===== config.mk =====
export PLATFORM = sky130hd
export DESIGN_NAME = writeback_sequencer
export DESIGN_NICKNAME = d
export VERILOG_FILES = /design/src/rtl/writeback_sequencer.sv
export SDC_FILE = /design/constraint.sdc
export NUM_CORES = 1
export LEC_CHECK = 0
export ABC_AREA = 1
export CAP_MARGIN = 20
export CELL_PAD_IN_SITES_DETAIL_PLACEMENT = 0
export CELL_PAD_IN_SITES_GLOBAL_PLACEMENT = 1
export CORE_MARGIN = 4
export CORE_UTILIZATION = 47
export CTS_BUF_LIST = sky130_fd_sc_hd__clkbuf_16
export CTS_CLUSTER_SIZE = 10
export DETAILED_ROUTE_END_ITERATION = 16
export DONT_BUFFER_PORTS = 1
export PLACE_DENSITY = 0.9
export SLEW_MARGIN = 0
export SYNTH_ARGS = -nofsm -noshare
export SYNTH_HDL_FRONTEND = slang
export SYNTH_SLANG_ARGS = --single-unit

===== constraint.sdc =====
create_clock -name clk -period 2.5 [get_ports clk]
set_input_delay 0.5 -clock clk [delete_from_list [all_inputs] [get_ports clk]]
set_output_delay 0.5 -clock clk [all_outputs]
set_load 0.05 [all_outputs]

===== src/rtl/writeback_sequencer.sv =====
// Multi-cycle register-file writeback controller: latches a request, waits for memory on loads,
// drives destination/data selectors and issues a single reg_write pulse followed by wb_done.
module writeback_sequencer #(
    parameter int MEM_TIMEOUT = 8,
    parameter int LINK_REG    = 31
) (
    input  logic       clk,
    input  logic       reset_n,
    input  logic       wb_start,
    input  logic [2:0] wb_kind,
    input  logic [4:0] rt,
    input  logic [4:0] rd,
    input  logic       alu_overflow,
    input  logic       mem_ready,
    output logic [1:0] seletor_regdest,
    output logic [1:0] seletor_memtoreg,
    output logic       reg_write,
    output logic [4:0] dest_reg,
    output logic       busy,
    output logic       wb_done,
    output logic       ovf_exception,
    output logic       mem_fault,
    output logic       start_dropped
);

    localparam logic [2:0] KIND_R    = 3'd0;
    localparam logic [2:0] KIND_I    = 3'd1;
    localparam logic [2:0] KIND_LOAD = 3'd2;
    localparam logic [2:0] KIND_JAL  = 3'd3;
    localparam logic [2:0] KIND_LUI  = 3'd4;

    localparam logic [7:0] TIMEOUT_LAST = 8'(MEM_TIMEOUT - 1);
    localparam logic [4:0] LINK_IDX     = 5'(LINK_REG);

    typedef enum logic [1:0] {
        IDLE,
        WAIT_MEM,
        WRITE,
        DONE
    } state_t;

    state_t     state_reg, state_next;
    logic [2:0] kind_reg, kind_next;
    logic       ovf_reg, ovf_next;
    logic       fault_reg, fault_next;
    logic [7:0] cnt_reg, cnt_next;
    logic [4:0] dest_latch_reg, dest_latch_next;

    logic [1:0] regdest_reg, regdest_next;
    logic [1:0] memtoreg_reg, memtoreg_next;
    logic       reg_write_reg, reg_write_next;
    logic [4:0] dest_out_reg, dest_out_next;
    logic       busy_reg, busy_next;
    logic       done_reg, done_next;
    logic       ovf_exc_reg, ovf_exc_next;
    logic       mem_fault_reg, mem_fault_next;
    logic       dropped_reg, dropped_next;

    logic       ovf_cancel;
    logic       write_ok;

    // Control state and request latches
    always_comb begin
        state_next      = state_reg;
        kind_next       = kind_reg;
        ovf_next        = ovf_reg;
        fault_next      = fault_reg;
        cnt_next        = cnt_reg;
        dest_latch_next = dest_latch_reg;
        case (state_reg)
            IDLE: begin
                if (wb_start) begin
                    kind_next  = wb_kind;
                    ovf_next   = alu_overflow;
                    fault_next = 1'b0;
                    cnt_next   = 8'd0;
                    case (wb_kind)
                        KIND_I, KIND_LOAD, KIND_LUI: dest_latch_next = rt;
                        KIND_JAL:                    dest_latch_next = LINK_IDX;
                        default:                     dest_latch_next = rd;
                    endcase
                    state_next = (wb_kind == KIND_LOAD) ? WAIT_MEM : WRITE;
                end
            end
            WAIT_MEM: begin
                cnt_next = cnt_reg + 8'd1;
                // mem_ready takes priority over an expiring timeout
                if (mem_ready) begin
                    state_next = WRITE;
                end else if (cnt_reg == TIMEOUT_LAST) begin
                    fault_next = 1'b1;
                    state_next = DONE;
                end
            end
            WRITE:   state_next = DONE;
            DONE:    state_next = IDLE;
            default: state_next = IDLE;
        endcase
    end

    // Overflow only cancels ALU-class writes; reserved kinds behave as R-type but never write
    assign ovf_cancel = ovf_next && ((kind_next == KIND_R) || (kind_next == KIND_I) ||
                                     (kind_next > KIND_LUI));
    assign write_ok   = (kind_next <= KIND_LUI) && (dest_latch_next != 5'd0) && !ovf_cancel;

    // Outputs are computed from the next state so the registered outputs track the state
    always_comb begin
        regdest_next   = 2'b00;
        memtoreg_next  = 2'b00;
        reg_write_next = 1'b0;
        dest_out_next  = 5'd0;
        busy_next      = 1'b0;
        done_next      = 1'b0;
        ovf_exc_next   = 1'b0;
        mem_fault_next = 1'b0;
        dropped_next   = wb_start && (state_reg != IDLE);
        if (state_next != IDLE) begin
            busy_next     = 1'b1;
            dest_out_next = dest_latch_next;
            case (kind_next)
                KIND_I:    begin regdest_next = 2'b00; memtoreg_next = 2'b00; end
                KIND_LOAD: begin regdest_next = 2'b00; memtoreg_next = 2'b01; end
                KIND_JAL:  begin regdest_next = 2'b10; memtoreg_next = 2'b10; end
                KIND_LUI:  begin regdest_next = 2'b00; memtoreg_next = 2'b11; end
                default:   begin regdest_next = 2'b01; memtoreg_next = 2'b00; end
            endcase
        end
        if (state_next == WRITE) begin
            reg_write_next = write_ok;
        end
        if (state_next == DONE) begin
            done_next      = 1'b1;
            ovf_exc_next   = ovf_cancel && !fault_next;
            mem_fault_next = fault_next;
        end
    end

    always_ff @(posedge clk) begin
        if (!reset_n) begin
            state_reg      <= IDLE;
            kind_reg       <= 3'd0;
            ovf_reg        <= 1'b0;
            fault_reg      <= 1'b0;
            cnt_reg        <= 8'd0;
            dest_latch_reg <= 5'd0;
            regdest_reg    <= 2'b00;
            memtoreg_reg   <= 2'b00;
            reg_write_reg  <= 1'b0;
            dest_out_reg   <= 5'd0;
            busy_reg       <= 1'b0;
            done_reg       <= 1'b0;
            ovf_exc_reg    <= 1'b0;
            mem_fault_reg  <= 1'b0;
            dropped_reg    <= 1'b0;
        end else begin
            state_reg      <= state_next;
            kind_reg       <= kind_next;
            ovf_reg        <= ovf_next;
            fault_reg      <= fault_next;
            cnt_reg        <= cnt_next;
            dest_latch_reg <= dest_latch_next;
            regdest_reg    <= regdest_next;
            memtoreg_reg   <= memtoreg_next;
            reg_write_reg  <= reg_write_next;
            dest_out_reg   <= dest_out_next;
            busy_reg       <= busy_next;
            done_reg       <= done_next;
            ovf_exc_reg    <= ovf_exc_next;
            mem_fault_reg  <= mem_fault_next;
            dropped_reg    <= dropped_next;
        end
    end

    assign seletor_regdest  = regdest_reg;
    assign seletor_memtoreg = memtoreg_reg;
    assign reg_write        = reg_write_reg;
    assign dest_reg         = dest_out_reg;
    assign busy             = busy_reg;
    assign wb_done          = done_reg;
    assign ovf_exception    = ovf_exc_reg;
    assign mem_fault        = mem_fault_reg;
    assign start_dropped    = dropped_reg;

endmodule

* After elaboration in Yosys (flattened, before gate mapping) *
Index checks and enable logic that the tools add are counted.

storage, ports and cells
  logic and storage cells = 76
  bits in registers = 35
  input port bits = 18
  output and inout bits = 15

operators by class
  reductions and logical operators = 21
  add/subtract/negate cells = 1
  order comparisons = 2
  equality and inequality tests = 15
  muxes and demuxes = 22

operator list
  cell                   count
  $pmux W8 S2            1
  $eq A3 B2 Y1 const B   4
  $mux W5                2
  $pmux W5 S2            1
  $add A8 B1 Y8 const B  1
  $eq A2 B2 Y1 const B   4
  $eq A8 B3 Y1 const B   1
  $mux W2                4
  $mux W8                1
  $pmux W2 S4            1
  $reduce_and A2 Y1      4
  $mux W1                7
  $eq A3 B1 Y1 const B   2
  $eq A3 B3 Y1 const B   2
  $mux W3                2
  $pmux W2 S3            1
  $reduce_bool A2 Y1     3
  $reduce_or A3 Y1       2
  $logic_and A1 B1 Y1    5
  $reduce_bool A5 Y1     1
  $pmux W2 S2            1
  $gt A3 B3 Y1 const B   1
  $le A3 B3 Y1 const B   1
  $logic_not A3 Y1       1
  6 further kinds        8

* Longest topological paths before layout *
Gate-level depths: netlist of the first run.

  depth in word-level cells = 8
  gate-level depth with buffers = 12
  gate-level depth less buffers = 12

* Worst setup path before layout of the first run *
No wires, ideal clock.

  path type = input to register
  start = input port wb_kind[0]
  end = register reg_write_reg (netlist: reg_write)
  required time = 2391 ps
  path slack = 1077 ps
  library setup time = 109 ps
  cell stages on the path = 9
  arrival time = 1314 ps
  path buffers = 0
  cells stage by stage = inv_1 -> nand2_1 -> nand3_1 -> nand2_1 -> nor3_1 -> o21a_1 -> nand3_1 -> nand2_1 -> inv_1

between the ends
  cells in the longest elaborated chain, start to end = 8
  elaborated cells between the ends (all ways) = 26
  classes of those cells = 2 x order compare; 6 x eq/ne; 8 x mux; 10 x reduce/logical

RTL lines
  element                                                           line      text
  start: declaration                                                10        input logic [2:0] wb_kind,
  $eq A3 B2 Y1 (tied with other cells)                              77, 82
  $reduce_or A3 Y1 / $mux W3 (equally long branches)                77, 70
  $pmux W5 S2 (tied with other cells)                               77        case (wb_kind)
  $mux W5 / $logic_or A1 B1 Y1 (equally long branches)              72, 102
  $mux W5 / $logic_or A1 B1 Y1 (equally long branches)              70, 102
  $reduce_bool A5 Y1 / $logic_and A1 B1 Y1 (equally long branches)  104, 102
  $logic_and A1 B1 Y1 / $logic_not A1 Y1 (equally long branches)    104       assign write_ok = (kind_next <= KIND_LUI) && (dest_latch_next != 5'd0) && !ovf_cancel;
  $logic_and A1 B1 Y1                                               104
  end signal: assignment                                            164       reg_write_reg <= reg_write_next;
  end: declaration                                                  51        logic reg_write_reg, reg_write_next;

Parallel ways exist; a longest one is shown, timed or not.
A chain may end at the register's enable or synchronous reset.

* Worst setup path after layout of the first run *
  start = register state_reg[0]
  end = register reg_write_reg (netlist: reg_write)

between the ends
  cells in the longest elaborated chain, start to end = 8
  elaborated cells between the ends (all ways) = 24
  classes of those cells = 2 x order compare; 5 x eq/ne; 7 x mux; 10 x reduce/logical

RTL lines
  element                                                               line  text
  start: declaration                                                    42    state_t state_reg, state_next;
  start signal: assignment                                              156   state_reg <= state_next;
  parallel branches: the longest is 8 deep, another holds $gt A3 B3 Y1  -

Several ways; the timed one is not identified.

==> results of run 1 <==
[synthesized netlist by cell type, drive strengths merged (2+ instances only)]
library cell	instances	area, sq um
nand3	12	60.1
nor2	35	154
inv	36	135
o21ai	8	58.8
a21oi	12	71.3
o2bb2ai	2	17.5
nor3	8	50.1
nand2	47	189
dfxtp	35	701
nand4	4	25.0
[final cells by class]
type / instances / share of cell area
clock buffers: 5 / 0.0732
multi-input cells: 134 / 0.394
well taps: 44 / 0.0322
inverters: 36 / 0.0790
flip-flops and latches: 35 / 0.410
clock inverters: 3 / 0.0117
[cells by family after synthesis]
group / synth area share
AO/OA/AOI/OAI: 0.117
adder cells (fa/ha/maj): 0.00824
buffers and inverters: 0.0947
flip-flops: 0.461
AND/OR/NAND/NOR: 0.319
[path summary, 6_finish.rpt]
kind,slack (ps),end
worst max-delay path,880,reg_write
worst min-delay path,340,cnt_reg[7]
worst max register to register,880,reg_write
worst min register to register,470,cnt_reg[6]
[report_power, final]
group | switching, mW | leakage [nW] | internal, mW
registers | 0.105 | 0.286 | 0.603
logic | 0.138 | 0.430 | 0.0641
clock network | 0.227 | 0.0658 | 0.366
total | 0.470 | 0.781 | 1.03
[metal layers]
metal | vias up | wire [microns]
met3 | 8 | 151
met4 | 0 | 78
li1 | 660 | -
met1 | 607 | 1370
met2 | 24 | 1560
met5 | - | 0
[worst max-delay path, stage by stage (launching register included)]
cell and delay [ps]:
dfxtp_1 350, nor2_2 160, nand2_4 180, inv_1 270
o21ai_0 170, nor3_2 220, nor2_1 70, nand2_1 60
inv_1 30
==> results by group, run 1 <==
Detailed routing
  – Routed vias: around 1300
  – Pre-antenna DRT Iters: 4
  – Detailed Route WL: between 3 and 4 mm
  – 1st-iter DRT viols: 40
  – Via-to-Cell Ratio: roughly 5.1
  – Remaining DRCs: 0
  – Drt wl/cell: around 12 microns
  – Final ANT Viol Nets: 0

Layout
  – Fillers: 303
  – Max FFs per register: 8
  – Post-route cell area: 1710 sq um
  – Multi-input gate area: 674 sq um
  – Register area: between 700 and 800 sq um
  – Commonest cells after routing, fill and taps aside: nand2_1 (44), inv_1 (35), dfxtp_1 (35)
  – Final net count: approximately 230
  – Area delta synth->final: 12.6%
  – Core Util, Final: 0.556
  – Antenna diodes: 0
  – Share of layout cells above drive strength 1: 0.113
  – Non-filler instance count after layout: 257
  – Commonest non-fill, non-tap cell in the layout: nand2_1

Clocking
  – Cts repair resizes: 0
  – Post-CTS Setup Repair Bufs: 0
  – Num Clock Sinks: 35
  – Maximum root-to-sink buffer count: 2
  – Clk_lat worst skew: 270 ps
  – Clock-pin slew on the worst setup and hold paths: 50 ps
  – CTS hold repair buffers: 0
  – CTS H-tree lvls: 2
  – CTS root buf: clkbuf_16
  – TritonCTS clock tree: built
  – CTS buffer count: 5

Synthesis
  – Yosys cell types: 27
  – Asr flop ratio synth: 0
  – Net count after synthesis: 226
  – Ys Warns: 0
  – FF+latch count, synth: 35
  – Synth Instances: 207
  – Netlist Area Pre-Place: roughly 1500 sq um
  – Mean Syn Cell Area: 7.34 sq um
  – EDFF count, synth: 0
  – Synth Flop Type: dfxtp_1
  – Register area share after synthesis: 0.461

Worst setup path
  – Crit path from: state_reg[0]
  – Crit path capture type: flip-flop
  – CP Class: reg -> reg
  – Critical Path AT: approximately 1800 ps
  – CP Launch Type: flip-flop
  – Reg-to-reg startpoint: state_reg[0]
  – Max FO, Critical Path: 19
  – R2R cell count: 8
  – Worst EP required: 2680 ps

Timing
  – Slew Limit Fails: 0
  – TNS Setup: 0 ps
  – Least-Margin Pin Slew: approximately 600 ps
  – Max Fclk: 616 MHz
  – Clock Skew: 2.78 ps
  – Final Hold Viols: 0
  – Setup violators final: 0
  – RSZ-0062 raised after global routing: no
  – Fin Hold WS: 342 ps
  – Worst setup margin: approximately 900 ps
  – Tmin final: 1620 ps
  – Tcrit/Tclk final: 0.650
  – Slew HR: 0.602

Global routing
  – Met1 usage: 0.186
  – Pin count of the biggest net entering global routing: 20
  – GRT Overall Usage: 0.167
  – Number of global-route vias before repair: 1259
  – Busiest layer in global routing: met2
  – Remaining Overflow, GRT: 0
  – First-pass GRT wire length: roughly 5.4 mm
  – Global routing usage on met2: 0.285
  – Initial antenna violation count: 0
  – GR met3 Demand/Resource: 0.0624

Floorplanning
  – I/O pins: 33
  – Chip width: 64.9 microns
  – Initial Util: 0.493
  – Vert. Die Dim: 64.9 microns
  – Site Rows: 20
  – Core ar.: between 3000 and 4000 sq um
  – Die area: 4210 sq um

Hold path
  – Hold Crit Class: in -> reg
  – Worst Hold Launch: reset_n
  – Hold Crit Depth: 2

Power and ir drop
  – Power Density: 879 nW/um^2
  – Design Power: 1.50 mW
  – Worst VDD drop: ~540 uV
  – Leakage: ~0.78 nW

Flow run
  – Max-Cap Viols: 0

Placed design
  – Placed instance count: between 200 and 250
  – IO Port Bufs: 0
  – Setup WS pre-CTS: 903 ps
  – HPWL Detailed: 2.36 mm
  – Placed Area: 1570 sq um
  – Gpl congestion: a little over 0.9

Status
  – Outcome: finished, final reports clean
(Power assumes the default switching activity.)
==> run 2: changes to the inputs <==
--- a/config.mk
+++ b/config.mk
@@ -10,12 +10,12 @@
 export CELL_PAD_IN_SITES_DETAIL_PLACEMENT = 0
 export CELL_PAD_IN_SITES_GLOBAL_PLACEMENT = 1
 export CORE_MARGIN = 4
-export CORE_UTILIZATION = 47
+export CORE_UTILIZATION = 39
 export CTS_BUF_LIST = sky130_fd_sc_hd__clkbuf_16
 export CTS_CLUSTER_SIZE = 10
 export DETAILED_ROUTE_END_ITERATION = 16
 export DONT_BUFFER_PORTS = 1
-export PLACE_DENSITY = 0.9
+export PLACE_DENSITY = 0.8
 export SLEW_MARGIN = 0
 export SYNTH_ARGS = -nofsm -noshare
 export SYNTH_HDL_FRONTEND = slang
==> constraint.sdc (replaced) <==
create_clock -name clk -period 1.3 [get_ports clk]
set_input_delay 0.26 -clock clk [delete_from_list [all_inputs] [get_ports clk]]
set_output_delay 0.26 -clock clk [all_outputs]
set_load 0.05 [all_outputs]
==> results by group, run 2 (same netlist as run 1, synthesis figures left out) <==
Detailed routing
  – 1st-iter DRT viols: 44 (+10%)
  – Remaining DRCs: 0 (unchanged)
  – Drt wl/cell: 12.8 microns (+4.1%)
  – Final ANT Viol Nets: 0 (unchanged)
  – Detailed Route WL: 3.81 mm (+21%)
  – Pre-antenna DRT Iters: 4 (unchanged)
  – Via-to-Cell Ratio: 4.70 (-6.9%)
  – Routed vias: 1402 (+7.9%)

Placed design
  – HPWL Detailed: 2.65 mm (+12%)
  – Setup WS pre-CTS: -180 ps (-1080 ps)
  – Placed Area: 1830 sq um (+17%)
  – IO Port Bufs: 0 (unchanged)
  – Gpl congestion: 0.771 (-17%)

Timing
  – Slew HR: 0.673 (+0.0717)
  – Worst setup margin: -185 ps (-1060 ps)
  – Slew Limit Fails: 0 (unchanged)
  – RSZ-0062 raised after global routing: yes
  – Max Fclk: 674 MHz (+9.4%)
  – Least-Margin Pin Slew: 489 ps (-108 ps)
  – Setup violators final: 16 (+16)
  – TNS Setup: -2160 ps (-2160 ps)
  – Clock Skew: 2.79 ps (+0.0132 ps)
  – Final Hold Viols: 0 (unchanged)
  – Tcrit/Tclk final: 1.14 (+0.493)
  – Tmin final: 1480 ps (-139 ps)

Layout
  – Core Util, Final: 0.598 (+0.0420)
  – Share of layout cells above drive strength 1: 0.384 (+0.271)
  – Antenna diodes: 0 (unchanged)
  – Area delta synth->final: 46.2%
  – Post-route cell area: 2220 sq um (+30%)
  – Final net count: 268 (+16%)
  – Max FFs per register: 8 (unchanged)
  – Commonest cells after routing, fill and taps aside: nand2_1 (37), dfxtp_1 (30), buf_4 (30)
  – Commonest non-fill, non-tap cell in the layout: nand2_1

Worst setup path
  – Worst EP required: 1510 ps (-1170 ps)
  – Crit path capture type: flip-flop
  – CP Launch Type: flip-flop
  – Max FO, Critical Path: 5 (-14)
  – Slowest CP cell: dfxtp_2
  – Critical-path cell list: ha_4 -> nand2_4 -> nor3_4 -> nand2_1 -> nand2_1 -> nand2_2 -> a21oi_4 -> buf_4 -> nor2_4 -> nor3_2
  – CP most frequent cell: nand2_1
  – CP Buf/Inv Count: 1 (-1)
  – CP Class: reg -> reg
  – CP max stage delay: 350 ps (about the same)
  – Critical Path AT: 1690 ps (-110 ps)
  – CP delay by family, top: simple AND/OR/NAND/NOR gates

Power and ir drop
  – Switching Share: 0.281 (-0.0317)
  – Flop pwr share: 0.384 (-0.087)
  – Switch Pwr: 0.988 mW (+110%)
  – Power Density: 1590 nW/um^2 (+80%)
  – Design Power: 3.52 mW (+130%)
  – Clock Power Share: 0.436 (+0.042)
  – Cell Int Power: 2.53 mW (+150%)
  – Worst VDD drop: 1090 uV (+100%)
  – Combinational share of power: 0.181 (+0.046)
  – Leakage: 1.03 nW (+32%)

Clocking
  – Maximum root-to-sink buffer count: 2 (unchanged)
  – TritonCTS clock tree: built
  – CTS buffer count: 5 (unchanged)
  – Num Clock Sinks: 35 (unchanged)
  – Clk_lat worst skew: 270 ps (about the same)
  – CTS H-tree lvls: 2 (unchanged)
  – CTS hold repair buffers: 0 (unchanged)
  – Clock-pin slew on the worst setup and hold paths: 50 ps (about the same)
  – CTS root buf: clkbuf_16

Hold path
  – Hold Crit Class: in -> reg

Global routing
  – Met1 usage: 0.198 (+0.0114)
  – Initial antenna violation count: 0 (unchanged)
  – Remaining Overflow, GRT: 0 (unchanged)
  – GR met3 Demand/Resource: 0.0403 (-0.0221)
  – Busiest layer in global routing: met2
  – First-pass GRT wire length: 6.14 mm (+14%)
  – Global routing usage on met2: 0.248 (-0.0364)
  – GRT Overall Usage: 0.156 (-0.0110)
  – Pin count of the biggest net entering global routing: 13 (-35%)
  – Number of global-route vias before repair: 1344 (+6.8%)

Floorplanning
  – Site Rows: 22 (+10%)
  – Vert. Die Dim: 70.4 microns (+8.6%)
  – I/O pins: 33 (unchanged)
  – Chip width: 70.4 microns (+8.6%)
  – Initial Util: 0.409 (-0.0847)
  – Die area: 4960 sq um (+18%)
  – Core ar.: 3720 sq um (+21%)

Status
  – Outcome: finished with violations
  – Failing checks: negative setup slack

Flow run
  – Max-Cap Viols: 0 (unchanged)
==> run 2: cell types whose count changed in the layout (fill, tap and decap cells not counted), moves of 5 or more <==
cell and delta:
buf_4 +30, a21oi_2 +5, inv_1 -6, nand2_2 +6, dfxtp_1 -5, a21oi_1 -5, inv_2 +5, nand2_1 -7
==> run 2: routing by layer <==
| layer | share of wire | wire [microns] |
|---|---|---|
| met4 | 0.015 | 58 |
| met5 | 0 | 0 |
| met1 | 0.45 | 1710 |
| met3 | 0.033 | 124 |
| met2 | 0.50 | 1920 |
==> run 2: worst reg2reg max path: cells and delay by family, from the launching register on <==
family	cells	cell delay (ps)
AO/OA/AOI/OAI	1	180
adder cells (fa/ha/maj)	1	150
buffers and inverters	1	160
flip-flops	1	350
AND/OR/NAND/NOR	7	580
==> run 2: power groups by stage <==
stage,Combinational (mW),Clock [mW],Sequential [mW]
global route,0.709,1.62,1.36
floorplan,0.326,0,1.37
global placement,0.530,0,1.37
CTS,0.542,1.57,1.35
finish,0.636,1.53,1.35
detailed placement,0.531,0,1.37
==> run 2: area by class of cell <==
type,count,area [sq um]
multi-input cells,136,831
flip-flops and latches,35,709
clock inverters,3,67.6
fillers,350,1500
inverters,36,138
clock buffers,5,125
well taps,48,60.1
repair buffers,35,290
==> run 2: final timing paths <==
path	start	endpoint	slack, ps	cells past startpoint
worst max-delay path	cnt_reg[0]	seletor_regdest[0]	-180	10
worst min register to register	cnt_reg[6]	cnt_reg[6]	480	1
worst max register to register	cnt_reg[0]	seletor_regdest[0]	-180	10
worst min-delay path	reset_n	cnt_reg[7]	100	2
==> run 2: per-stage QoR <==
stage	cells	hold slack, ps
finish	298	101
global route	298	95.0
CTS	290	95.2
detailed placement	282	388
global placement	282	388
floorplan	207	383
==> run 2: timing repair <==
item	CTS	global route
resized for setup	5	39
setup endpoints to repair	18	20
pin swaps	11	8
gates cloned	0	2
endpoints found under the hold margin	0	0
setup buffers	0	7
==> run 3: changes to the inputs <==
--- a/config.mk
+++ b/config.mk
@@ -10,12 +10,11 @@
 export CELL_PAD_IN_SITES_DETAIL_PLACEMENT = 0
 export CELL_PAD_IN_SITES_GLOBAL_PLACEMENT = 1
 export CORE_MARGIN = 4
-export CORE_UTILIZATION = 39
+export CORE_UTILIZATION = 32
 export CTS_BUF_LIST = sky130_fd_sc_hd__clkbuf_16
 export CTS_CLUSTER_SIZE = 10
 export DETAILED_ROUTE_END_ITERATION = 16
-export DONT_BUFFER_PORTS = 1
-export PLACE_DENSITY = 0.8
+export PLACE_DENSITY = 0.83
 export SLEW_MARGIN = 0
 export SYNTH_ARGS = -nofsm -noshare
 export SYNTH_HDL_FRONTEND = slang
==> results by group, run 3 (same netlist as run 1, synthesis figures left out) <==
Worst setup path
  – FF-to-FF setup slack: -170 ps (+20 ps)
  – Worst EP required: 1470 ps (-40 ps)
  – Reg-to-reg startpoint: state_reg[0]
  – RR Endpoint: seletor_regdest[0]
  – CP Launch Type: flip-flop
  – R2R cell count: 11 (+1)
  – Critical Path AT: 1630 ps (-60 ps)
  – Max FO, Critical Path: 10 (+5)
  – Crit path capture type: flip-flop
  – CP Class: reg -> reg

Floorplanning
  – Chip width: 76.9 microns (+9.2%)
  – Die area: 5910 sq um (+19%)
  – I/O pins: 33 (unchanged)
  – Site Rows: 24 (+9.1%)
  – Core ar.: 4470 sq um (+20%)
  – Initial Util: 0.339 (-0.0693)
  – Vert. Die Dim: 76.9 microns (+9.2%)

Clocking
  – CTS hold repair buffers: 0 (unchanged)
  – Clk_lat worst skew: 280 ps (about the same)
  – TritonCTS clock tree: built
  – Num Clock Sinks: 35 (unchanged)
  – Clock-pin slew on the worst setup and hold paths: 50 ps (about the same)
  – CTS root buf: clkbuf_16
  – CTS buffer count: 5 (unchanged)
  – CTS H-tree lvls: 2 (unchanged)
  – Maximum root-to-sink buffer count: 2 (unchanged)

Placed design
  – Placed instance count: 323 (+15%)
  – IO Port Bufs: 32 (+32)
  – Gpl congestion: 0.758 (-1.6%)
  – HPWL Detailed: 2.98 mm (+12%)

Hold path
  – Hold Crit Depth: 3 (+1)
  – Worst Hold Launch: wb_start
  – Hold Crit Class: in -> reg
  – Hold Path Sink: start_dropped

Layout
  – Non-filler instance count after layout: 335 (+12%)
  – Final net count: 302 (+13%)
  – Commonest cells after routing, fill and taps aside: nand2_1 (37), buf_4 (33), dfxtp_1 (30)
  – Commonest non-fill, non-tap cell in the layout: nand2_1
  – Antenna diodes: 0 (unchanged)
  – Fillers: 401 (+15%)
  – Area delta synth->final: 76.1%
  – Max FFs per register: 8 (unchanged)
  – Share of layout cells above drive strength 1: 0.406 (+0.0224)

Global routing
  – GRT Overall Usage: 0.147 (-0.00884)
  – Number of global-route vias before repair: 1507 (+12%)
  – Remaining Overflow, GRT: 0 (unchanged)
  – First-pass GRT wire length: 6.89 mm (+12%)
  – Initial antenna violation count: 0 (unchanged)
  – Pin count of the biggest net entering global routing: 11 (-2)

Detailed routing
  – Final ANT Viol Nets: 0 (unchanged)
  – Routed vias: 1558 (+11%)
  – Detailed Route WL: 4.20 mm (+10%)
  – Remaining DRCs: 0 (unchanged)
  – Drt wl/cell: 12.5 microns (-1.9%)
  – 1st-iter DRT viols: 69 (+57%)
  – Pre-antenna DRT Iters: 5 (+1)
  – Via-to-Cell Ratio: 4.65 (-1.1%)

Timing
  – Slew HR: 0.788 (+0.114)
  – Least-Margin Pin Slew: 315 ps (-174 ps)
  – RSZ-0062 raised after global routing: yes
  – Slew Limit Fails: 0 (unchanged)
  – Setup violators final: 15 (-1)
  – Tmin final: 1470 ps (-17.7 ps)
  – Worst setup margin: -167 ps (+17.7 ps)
  – TNS Setup: -2080 ps (+73.2 ps)
  – Tcrit/Tclk final: 1.13 (-0.0136)
  – Final Hold Viols: 0 (unchanged)
  – Max Fclk: 682 MHz (+1.2%)
  – Clock Skew: 4.30 ps (+1.51 ps)

Flow run
  – Max-Cap Viols: 0 (unchanged)

Status
  – Outcome: finished with violations
  – Failing checks: negative setup slack

Power and ir drop
  – Power Density: 1260 nW/um^2 (-20%)
  – Worst VDD drop: 830 uV (-24%)
  – Leakage: 1.24 nW (+20%)
  – Design Power: 3.38 mW (-4.0%)
-- run 3: how the worst max path moves through the flow --
stage	cells past startpoint	endpoint	slack [ps]	startpoint
after floorplan	11	reg_write	-40	cnt_reg[1]
after CTS	11	reg_write	-150	wb_kind[2]
final	11	seletor_regdest[0]	-170	state_reg[0]
after detailed placement	12	reg_write	-610	wb_kind[0]
after global placement	12	reg_write	-580	wb_kind[1]
after global routing	9	reg_write	-290	state_reg[0]
-- run 3: metrics by stage --
step	utilization	cell area [sq um]	setup WS, ps	hold WS (ps)
4_1_cts	0.582	2600	-150	557
6_report	0.598	2680	-167	368
3_3_place_gp	0.525	2350	-581	531
5_1_grt	0.598	2680	-291	381
3_5_place_dp	0.525	2350	-606	548
2_1_floorplan	-	1540	-41.0	383
-- run 3: routing by layer --
metal / up-vias / part of all wire / GRT usage
met2: 31 / 0.49 / 0.241
met3: 6 / 0.044 / 0.0515
li1: 804 / - / -
met4: 0 / 0.014 / 0.0525
met1: 717 / 0.45 / 0.177
met5: - / 0 / 0
-- run 3: report_power, final --
part / leakage [nW] / switching [mW] / total (mW) / internal (mW)
combinational: 0.886 / 0.560 / 1.05 / 0.487
sequential: 0.288 / 0.0580 / 1.22 / 1.16
clock: 0.0671 / 0.426 / 1.11 / 0.688
-- run 3: cell type report --
class / instances / area [sq um] / share of cell area
clock inverter: 2 / 8.76 / 0.00327
clock buffer: 5 / 125 / 0.0468
inverter: 36 / 135 / 0.0505
tap: 52 / 65.1 / 0.0243
timing repair buffer: 70 / 792 / 0.296
sequential: 35 / 709 / 0.265
multi-input combinational: 135 / 840 / 0.314
-- run 3: critical path, stage by stage (launching register included) --
cell     delay, ps
dfxtp_4        360
buf_6          120
nand2_4         70
inv_2           50
nand2_2         60
o21ai_1         70
nor2_2         140
buf_4          140
nor2_4          40
nor2_4         120
buf_12         140
nor3_2          40
-- run 3: repair_timing --
action                                 CTS  global route
setup endpoints to repair               23            26
endpoints found under the hold margin    0             0
gates cloned                             0             1
resized for setup                       28            22
setup buffers                            4             1
pin swaps                               12             9
